**src/rtl/ram_bus_arbiter.sv**
```systemverilog
// Shares one RAM port among NCPU icaches and dcaches: dcache requests win,
// round-robin within each class, and a grant is held across a block transfer.
module ram_bus_arbiter #(
    parameter int unsigned NCPU      = 2,
    parameter int unsigned MAX_BEATS = 2
) (
    input  logic               CLK,
    input  logic               RST,
    input  logic [NCPU-1:0]    iREN,
    input  logic [NCPU*32-1:0] iaddr,
    input  logic [NCPU-1:0]    dREN,
    input  logic [NCPU-1:0]    dWEN,
    input  logic [NCPU*32-1:0] daddr,
    input  logic [NCPU*32-1:0] dstore,
    output logic [NCPU-1:0]    iwait,
    output logic [NCPU-1:0]    dwait,
    output logic [NCPU*32-1:0] iload,
    output logic [NCPU*32-1:0] dload,
    output logic               ramREN,
    output logic               ramWEN,
    output logic [31:0]        ramaddr,
    output logic [31:0]        ramstore,
    input  logic [31:0]        ramload,
    input  logic [1:0]         ramstate,
    output logic               bus_err
);

    localparam int unsigned IDX_W  = (NCPU > 1) ? $clog2(NCPU) : 1;
    localparam int unsigned BEAT_W = 4;
    localparam logic [1:0]  RAM_ACCESS = 2'd2;
    localparam logic [1:0]  RAM_ERROR  = 2'd3;
    localparam logic [BEAT_W-1:0] BEAT_SAT = '1;

    typedef enum logic [1:0] {
        IDLE   = 2'd0,
        DGRANT = 2'd1,
        IGRANT = 2'd2
    } state_t;

    state_t            state_q, state_d;
    logic [IDX_W-1:0]  owner_q, owner_d;
    logic [BEAT_W-1:0] beats_q, beats_d;
    logic [IDX_W-1:0]  d_rr_q, d_rr_d;
    logic [IDX_W-1:0]  i_rr_q, i_rr_d;
    logic              bus_err_q, bus_err_d;

    logic [NCPU-1:0]   d_req;
    logic              own_req;
    logic              beat;
    logic [BEAT_W:0]   beats_inc;
    logic              last_beat;
    logic              release_grant;

    // First requester at or after ptr, searching cyclically.
    function automatic logic [IDX_W-1:0] rr_pick(input logic [NCPU-1:0] req,
                                                 input logic [IDX_W-1:0] ptr);
        logic [IDX_W-1:0] pick;
        logic             found;
        int unsigned      idx;
        pick  = ptr;
        found = 1'b0;
        for (int unsigned k = 0; k < NCPU; k++) begin
            idx = 32'(ptr) + k;
            if (idx >= NCPU) begin
                idx = idx - NCPU;
            end
            if (!found && req[IDX_W'(idx)]) begin
                pick  = IDX_W'(idx);
                found = 1'b1;
            end
        end
        return pick;
    endfunction

    function automatic logic [IDX_W-1:0] next_idx(input logic [IDX_W-1:0] idx);
        logic [IDX_W-1:0] nxt;
        if (32'(idx) + 32'd1 >= NCPU) begin
            nxt = '0;
        end else begin
            nxt = idx + IDX_W'(1);
        end
        return nxt;
    endfunction

    assign d_req     = dREN | dWEN;
    assign beat      = (state_q != IDLE) && (ramstate == RAM_ACCESS);
    assign beats_inc = {1'b0, beats_q} + (BEAT_W+1)'(1);
    assign last_beat = (beats_inc == (BEAT_W+1)'(MAX_BEATS));
    assign bus_err   = bus_err_q;

    always_comb begin
        own_req = 1'b0;
        case (state_q)
            DGRANT:  own_req = d_req[owner_q];
            IGRANT:  own_req = iREN[owner_q];
            default: own_req = 1'b0;
        endcase
    end

    assign release_grant = (state_q != IDLE) && (!own_req || (beat && last_beat));

    // RAM drive and per-core waits follow the current grant combinationally.
    always_comb begin
        iwait    = '1;
        dwait    = '1;
        ramREN   = 1'b0;
        ramWEN   = 1'b0;
        ramaddr  = '0;
        ramstore = '0;
        case (state_q)
            DGRANT: begin
                ramWEN   = dWEN[owner_q];
                ramREN   = dREN[owner_q] & ~dWEN[owner_q];
                ramaddr  = daddr[32'(owner_q)*32 +: 32];
                ramstore = dstore[32'(owner_q)*32 +: 32];
                dwait[owner_q] = ~beat;
            end
            IGRANT: begin
                ramREN  = 1'b1;
                ramaddr = iaddr[32'(owner_q)*32 +: 32];
                iwait[owner_q] = ~beat;
            end
            default: ;
        endcase
    end

    for (genvar g = 0; g < NCPU; g++) begin : g_load
        assign iload[g*32 +: 32] = ramload;
        assign dload[g*32 +: 32] = ramload;
    end

    always_comb begin
        state_d   = state_q;
        owner_d   = owner_q;
        beats_d   = beats_q;
        d_rr_d    = d_rr_q;
        i_rr_d    = i_rr_q;
        bus_err_d = bus_err_q;
        case (state_q)
            IDLE: begin
                if (|d_req) begin
                    state_d = DGRANT;
                    owner_d = rr_pick(d_req, d_rr_q);
                end else if (|iREN) begin
                    state_d = IGRANT;
                    owner_d = rr_pick(iREN, i_rr_q);
                end
            end
            DGRANT, IGRANT: begin
                if (ramstate == RAM_ERROR) begin
                    bus_err_d = 1'b1;
                end
                if (release_grant) begin
                    state_d = IDLE;
                    beats_d = '0;
                    if (state_q == DGRANT) begin
                        d_rr_d = next_idx(owner_q);
                    end else begin
                        i_rr_d = next_idx(owner_q);
                    end
                end else if (beat && (beats_q != BEAT_SAT)) begin
                    beats_d = beats_inc[BEAT_W-1:0];
                end
            end
            default: state_d = IDLE;
        endcase
    end

    always_ff @(posedge CLK or posedge RST) begin
        if (RST) begin
            state_q   <= IDLE;
            owner_q   <= '0;
            beats_q   <= '0;
            d_rr_q    <= '0;
            i_rr_q    <= '0;
            bus_err_q <= 1'b0;
        end else begin
            state_q   <= state_d;
            owner_q   <= owner_d;
            beats_q   <= beats_d;
            d_rr_q    <= d_rr_d;
            i_rr_q    <= i_rr_d;
            bus_err_q <= bus_err_d;
        end
    end

endmodule

```
**config.mk**
```make
export PLATFORM = sky130hd
export DESIGN_NAME = ram_bus_arbiter
export DESIGN_NICKNAME = d
export VERILOG_FILES = /design/src/rtl/ram_bus_arbiter.sv
export SDC_FILE = /design/constraint.sdc
export NUM_CORES = 1
export LEC_CHECK = 0
export ABC_AREA = 1
export CAP_MARGIN = 20
export CORE_AREA = 2 2 167 169
export CTS_CLUSTER_DIAMETER = 100
export DETAILED_ROUTE_END_ITERATION = 12
export DIE_AREA = 0 0 169 171
export SYNTH_ARGS = -nofsm -noshare
export SYNTH_HDL_FRONTEND = slang
export SYNTH_SLANG_ARGS = --single-unit
```
**constraint.sdc**
```tcl
create_clock -name CLK -period 3 [get_ports CLK]
set_input_delay 0.6 -clock CLK [delete_from_list [all_inputs] [get_ports CLK]]
set_output_delay 0.6 -clock CLK [all_outputs]
set_load 0.1 [all_outputs]
```
**Word-level counts from Yosys, hierarchy flattened**

Index checks and enable logic that the tools add are counted.

- Word-level logic and storage cells: 127
- Register bits: 10
- Output and inout port bits: 199

- Eq/ne operators: 8
- Multiplexer cells: 59
- Bitwise operators: 7
- $add $sub $neg: 9
- Order comparisons: 11
- Shift operators: 3
- Reductions and logical operators: 24

Operators by type and width:

| operator | number |
|---|---|
| $shiftx A64 B7 Y32 | 3 |
| $pmux W32 S2 | 1 |
| $mux W1 | 46 |
| $mux W32 | 1 |
| $lt A1 B2 Y1 const B | 5 |
| $mux W2 | 5 |
| $mux W4 | 2 |
| $reduce_and A2 Y1 | 4 |
| $logic_and A1 B1 Y1 | 7 |
| $add A1 B1 Y2 const B | 3 |
| $eq A2 B2 Y1 const B | 3 |
| $ge A2 B2 Y1 const B | 3 |
| $reduce_and A3 Y1 | 2 |
| $reduce_bool A2 Y1 | 3 |
| $reduce_or A2 Y1 | 3 |
| $add A4 B1 Y5 const B | 1 |
| $eq A5 B2 Y1 const B | 1 |
| $ge A1 B2 Y1 const B | 2 |
| $ne A4 B4 Y1 const B | 1 |
| $or A2 B2 Y2 | 2 |
| $pmux W1 S2 | 2 |
| $pmux W2 S2 | 1 |
| $sub A1 B1 Y1 const B | 4 |
| $logic_not A1 Y1 | 3 |
| 11 further kinds | 13 |

**Logic depth before layout (Yosys ltp)**

Gate-level depths: netlist (run 1).

- Depth in word-level cells: 16
- Gate-level depth with buffers: 12

**Worst setup path before layout (run 1)**

Ideal clock, no wire load.

- Path kind: reg-to-output
- Start point: register state_q[1]
- End point: output port ramREN
- Setup slack: -315 ps
- Cell stages (with the launch flop): 7
- Data required time: 2400 ps
- Data arrival time: 2715 ps
- Cells stage by stage: dfrtp_1 > inv_1 > ha_1 > buf_2 > clkinv_1 > clkbuf_1 > a21oi_1

- Longest elaborated chain between the ends: 2
- Elaborated cells on any way between the ends: 3

RTL lines:

| item | RTL line | text |
|---|---|---|
| from (decl) | 40 | `state_t state_q, state_d;` |
| from (signal assigned) | 178 | `state_q <= state_d;` |
| $eq A2 B2 Y1 / $eq A2 B1 Y1 (equally long branches) | 110 | `case (state_q)` |
| $pmux W1 S2 * | 110 |  |
| to (decl) | 19 | `output logic ramREN,` |

Every way passes the cells marked *; elsewhere a longest branch is shown, timed or not.

**Final worst setup path (run 1)**

- Start point: register state_q[0]
- End point: output port ramaddr[27]

- Longest elaborated chain between the ends: 2
- Elaborated cells on any way between the ends: 3

RTL lines:

| item | RTL line | text |
|---|---|---|
| $eq A2 B2 Y1 / $eq A2 B1 Y1 (equally long branches) | 110 |  |
| $pmux W32 S2 * | 110 |  |
| to (decl) | 21 | `output logic [31:0] ramaddr,` |

Marked as above.

==> impl_metrics.tcl, run 1 <==
set metrics [dict create \
    finClkSkew_ns 0.00323 \
    cts_buffers 3 \
    synth_edf_count 0 \
    overflow 0 \
    final_layout_size_suffix_gt1_share_pct 14.0 \
    gp_congestion 0.758 \
    worst_pin_slew_ns 0.483 \
    pwr-share-comb_pct 93.2 \
    design_area_um2 6220 \
    track_usage_pct 10.7 \
    synth_nets 841 \
    crit_fanout 38 \
    synth_top_family_by_area "buffers and inverters" \
    drc 0 \
    critPathCaptureType "primary output" \
    ant_nets 0 \
    yosysWarnings 0 \
    cts_resized 0 \
    finalHoldViolations 0 \
    ys_async_sr_fraction_pct 100 \
    syn_inst 601 \
    start_util_pct 12.0 \
    period_share_pct 95.1 \
    synthTopCellsByArea "buf_4 (30%), nor2_1 (23%), o21ai_0 (9.2%)" \
    syn_area_per_cell_um2 5.46 \
    status "finished clean" \
    arrival_ns 2.25 \
    synth_top_area_share_pct 30.4 \
    min_period_ns 2.85 \
    yosysMostFrequentCell "nor2_1" \
    wl_per_cell_um 15.6 \
    totalWireLength_um 16800 \
    max_freq_mhz 350 \
    area_growth_pct 89.8 \
    n_antenna_cell 0 \
    synth_ff_type "dfrtp_1" \
    die_area_um2 28900 \
    grt_max_degree 53 \
    port_buffers 272 \
    cp.required_ns 2.40 \
    worst_ir_drop_vdd_v 0.000449 \
    swShare_pct 64.4 \
    clkSinkCount 10 \
    critPathLaunchType "flip-flop" \
    synth-simple-area-share_pct 30.6 \
    ctsHtreeMaxLevel 1 \
    hold_path_class "flip-flop to flip-flop" \
    synth_fa_ha_area_share_pct 2.29 \
    rsz0062_at_grt "no" \
    final_cells 1073 \
    clk_pin_slew_worst_paths_ns 0.04 \
    clock-root-buffer "clkbuf_16" \
    placementRows 61 \
    num_vias 4155 \
    viasPerCell 3.87 \
    core_area_um2 27300 \
    drtPass1Iterations 4 \
    drt_iter0_markers 165 \
    setup_viol 0 \
    grt_pass1_vias 4014 \
    ioPinCount 433 \
    ctsHoldBuffers 0 \
    p_clk_share_pct 3.8 \
    setup_tns_ns 0 \
    slew_viol_final 0 \
    postCtsSetupRepairBufs 0 \
    dp_hpwl_um 13500 \
    p_per_area_nw_per_um2 1120 \
    synthesis.area_um2 3280 \
    die_h_um 171 \
    die_w_um 169 \
    cap_violations 0 \
    synth_compound_area_share_pct 21.7 \
    clk_latency_ns 0.24 \
    dpl_cell_area_um2 6130 \
    synth.yosys.seq_area_share_pct 7.63 \
    synth_area_leader_cell "buf_4" \
    synth.area.mux_share_pct 0.305 \
    dp.cells 1069 \
    max-clock-path-buffers 2 \
    p_sw_w 0.00448 \
    grt_pass1_wl_um 23400 \
    synthXorXnorAreaFrac_pct 0 \
    seqPwrFrac_pct 3.0 \
    synth.distinct_cells 24 \
    tritoncts "done" \
    slew_headroom_pct 67.8 \
    p_int_w 0.00248 \
    fin_nets 968 \
    num-fill-cells 3009 \
    worst-setup-path-type "flip-flop to primary output" \
    leakage_nw 2.49 \
    antenna_found_initial 1 \
    ys_seq_elements 10 \
    synthTopCellsByCount "nor2_1 (203), buf_4 (133), o21ai_0 (60)" \
]
-- placed cells by master (no fill, tap or decap) --
cell type	count
o21ai_0	60
inv_2	3
buf_4	14
nand2_1	29
inv_1	17
ha_2	1
nand3_2	1
dfrtp_1	9
clkdlybuf4s50_1	201
dfrtp_2	1
o21ai_1	42
nand2_2	1
mux2i_1	1
buf_12	72
a31o_2	1
nor2_2	3
inv_4	1
nor2_1	203
nand4_1	3
clkbuf_16	3
clkbuf_8	1
o211ai_1	2
ha_1	5
clkinv_1	2
nand3_1	16
o22ai_1	1
a21oi_1	34
-- cell type report --
type	count	area, um2	area share (%)
Clock buffer	4	88.8	1.43
Sequential cell	10	251	4.04
Inverter	23	88.8	1.43
Tap cell	346	433	6.96
Timing Repair Buffer	287	3560	57.2
Multi-Input combinational cell	403	1800	29.0
-- power groups by stage --
stage	clock network, W	registers (W)	logic, W
2_1_floorplan	0	0.000202	0.00478
3_3_place_gp	0	0.000209	0.00653
3_5_place_dp	0	0.000212	0.00655
4_1_cts	0.000267	0.000210	0.00657
5_1_grt	0.000277	0.000219	0.00681
6_report	0.000265	0.000209	0.00648
-- routing by layer --
layer	GRT usage (%)	routed length, um
met2	18.8	8060
met4	5.02	717
met1	12.0	6140
met3	2.82	1830
met5	0	13
-- sequential cells by signal (all words and copies together) (netlist names) --
signal	flops
beats_q	4
state_q	2
i_rr_q	1
bus_err	1
owner_q	1
d_rr_q	1
-- metrics by stage --
stage                     power, W  setup slack [ns]  hold slack (ns)  utilization [%]
after floorplan            0.00499            -0.315            0.440                -
after global placement     0.00674             0.398            0.472             22.5
after detailed placement   0.00676             0.360            0.478             22.5
after CTS                  0.00704             0.105            0.488             22.8
after global routing       0.00730          0.000712            0.504             22.8
final                      0.00695             0.146            0.482             22.8
-- final timing paths --
path | start | to | slack, ns | cells past startpoint
worst max-delay path | state_q[0] | ramaddr[27] | 0.15 | 7
worst min register to register | d_rr_q | d_rr_q | 0.48 | 2
min in group asynchronous | RST | beats_q[2] | 0.66 | 2
max in group asynchronous | RST | owner_q | 2.02 | 2
worst max register to register | state_q[1] | beats_q[3] | 1.26 | 12
worst min-delay path | d_rr_q | d_rr_q | 0.48 | 2
-- cell families (layout without fill, tap and decap cells) --
group,Yosys count,after routing
adders and majority gates,6,6
DFF,10,10
and+or+nand+nor,256,256
buffers and inverters,188,314
AOI/OAI and AO/OA,140,140
muxes,1,1
-- worst max-delay path, stage by stage, from the launching register on --
cell and delay [ns]:
dfrtp_1 0.37, inv_1 0.12, ha_2 0.28, inv_2 0.18, buf_12 0.22, o21ai_0 0.42, a21oi_1 0.19, buf_12 0.20
(Power assumes the default switching activity.)
==> run 2: changes to the inputs <==
--- a/config.mk
+++ b/config.mk
@@ -7,10 +7,12 @@
 export LEC_CHECK = 0
 export ABC_AREA = 1
 export CAP_MARGIN = 20
-export CORE_AREA = 2 2 167 169
+export CORE_AREA = 4 4 164 166
 export CTS_CLUSTER_DIAMETER = 100
 export DETAILED_ROUTE_END_ITERATION = 12
-export DIE_AREA = 0 0 169 171
+export DIE_AREA = 0 0 168 170
+export GPL_ROUTABILITY_DRIVEN = 0
+export SKIP_LAST_GASP = 1
 export SYNTH_ARGS = -nofsm -noshare
 export SYNTH_HDL_FRONTEND = slang
 export SYNTH_SLANG_ARGS = --single-unit
==> impl_metrics.tcl, run 2 (synthesis results as in run 1) <==
set metrics [dict create \
    status "finished clean" \
    finalHoldViolations 0 \
    clkSinkCount 10 \
    clock-root-buffer "clkbuf_16" \
    wl_per_cell_um 14.8 \
    tritoncts "done" \
    hold_path_class "flip-flop to flip-flop" \
    slew_viol_final 0 \
    crit_fanout 59 \
    totalWireLength_um 15600 \
    drt_iter0_markers 135 \
    layout_common_cells "nor2_1 (203), clkdlybuf4s50_1 (201), buf_12 (74), o21ai_0 (60), o21ai_1 (42)" \
    dpl_cell_area_um2 6110 \
    postCtsSetupRepairBufs 0 \
    die_w_um 168 \
    port_buffers 272 \
    final_common_cell "nor2_1" \
    arrival_ns 2.16 \
    track_usage_pct 9.75 \
    cts_resized 0 \
    critPathCaptureType "primary output" \
    overflow 0 \
    rsz0062_at_grt "no" \
    die_h_um 170 \
    pwr-share-comb_pct 93.1 \
    p_clk_share_pct 3.8 \
    critPathLaunchType "flip-flop" \
    drtPass1Iterations 4 \
    cpMaxStageDelayCell "dfrtp_1" \
    ant_nets 0 \
    largest_registers "beats_q x4, state_q x2" \
    clk_pin_slew_worst_paths_ns 0.04 \
    hold_ws_ns 0.471 \
    worst_ir_drop_vdd_v 0.000602 \
    fin_nets 963 \
    dp_hpwl_um 12900 \
    antenna_found_initial 0 \
    setup_viol 0 \
    finClkSkew_ns 0.00163 \
    cp_cell_sequence "inv_1, ha_2, buf_12, nor2_1, nor2_1, o21ai_0, a21oi_1, buf_12" \
    min_period_ns 2.76 \
    ctsHtreeMaxLevel 1 \
    path_delay_family "buffers and inverters" \
    worst-setup-path-type "flip-flop to primary output" \
    grt_pass1_wl_um 22300 \
    slew_headroom_pct 71.5 \
    p_per_area_nw_per_um2 1110 \
    grt_pass1_vias 3958 \
    fin_util_pct 24.2 \
    crit_path_max_incr_delay_ns 0.37 \
    period_share_pct 92.1 \
    cp.required_ns 2.40 \
    clk_latency_ns 0.24 \
    area_growth_pct 89.0 \
    core_area_um2 25600 \
    seqPwrFrac_pct 3.1 \
    cts_buffers 3 \
    worst_pin_slew_ns 0.428 \
    num_vias 4104 \
    n_antenna_cell 0 \
    ioPinCount 433 \
    design_area_um2 6200 \
    largest_register_ffs 4 \
    placementRows 59 \
    cap_violations 0 \
    viasPerCell 3.88 \
    start_util_pct 12.8 \
    drc 0 \
    leakage_nw 2.48 \
    swShare_pct 64.0 \
    ctsHoldBuffers 0 \
    p_sw_w 0.00442 \
    largest_register "beats_q" \
    p_int_w 0.00248 \
    worst-path-buf-inv 3 \
    grt_max_degree 60 \
    final_layout_size_suffix_gt1_share_pct 13.4 \
    die_area_um2 28600 \
    max-clock-path-buffers 2 \
    max_freq_mhz 362 \
]
==> run 2: cell count changes in the layout (fill, tap and decap cells not counted), sizes merged <==
cell / before / now
buf: 86 / 81
==> run 2: worst paths after layout <==
path                            depth (start not counted)  slack [ns]       start     endpoint
worst min register to register                          1        0.47     bus_err      bus_err
worst min-delay path                                    1        0.47     bus_err      bus_err
worst max-delay path                                    8        0.24  state_q[0]  ramaddr[25]
max in group asynchronous                               2        2.02         RST      owner_q
min in group asynchronous                               2        0.66         RST      bus_err
worst max register to register                          9        1.18     owner_q   beats_q[2]
==> run 2: routing by layer <==
metal / global-route usage (%) / vias up / routed length, um
met3: 2.72 / 67 / 1580
met5: 0 / - / 0
met1: 11.0 / 1775 / 5950
li1: - / 2032 / -
met2: 17.4 / 230 / 7470
met4: 4.06 / 0 / 643
==> run 2: cell type report <==
type | instances | area, um2
fill | 2854 | 19400
timing repair buffer | 282 | 3550
multi-input combinational | 403 | 1800
tap | 335 | 419
sequential | 10 | 251
clock buffer | 4 | 88.8
inverter | 23 | 88.8
==> run 2: power groups by stage <==
stage	registers (W)	clock network (W)	logic (W)
2_1_floorplan	0.000202	0	0.00478
3_3_place_gp	0.000215	0	0.00649
3_5_place_dp	0.000216	0	0.00649
4_1_cts	0.000214	0.000266	0.00650
5_1_grt	0.000221	0.000273	0.00670
6_report	0.000215	0.000264	0.00643
==> run 2: worst register-to-register path, delay by kind of cell, from the launching register on <==
family / cells / cell delay (ns)
flops: 1 / 0.45
buf+inv: 2 / 0.59
simple gates: 7 / 0.67
==> run 2: through the flow <==
stage	std cells	power (W)	setup TNS [ns]	setup WS [ns]
final	1057	0.00691	0	0.236
after global routing	1057	0.00720	0	0.0664
after CTS	1057	0.00698	0	0.211
after detailed placement	1053	0.00670	0	0.452
after global placement	1053	0.00671	0	0.439
after floorplan	601	0.00499	-10.19	-0.315
==> run 3: changes to the inputs <==
--- a/config.mk
+++ b/config.mk
@@ -7,10 +7,10 @@
 export LEC_CHECK = 0
 export ABC_AREA = 1
 export CAP_MARGIN = 20
-export CORE_AREA = 4 4 164 166
+export CORE_AREA = 2 2 167 169
 export CTS_CLUSTER_DIAMETER = 100
 export DETAILED_ROUTE_END_ITERATION = 12
-export DIE_AREA = 0 0 168 170
+export DIE_AREA = 0 0 169 171
 export GPL_ROUTABILITY_DRIVEN = 0
 export SKIP_LAST_GASP = 1
 export SYNTH_ARGS = -nofsm -noshare
==> results of run 3 <==
No change in the layout: final DEF, timing and power equal those of run 1.
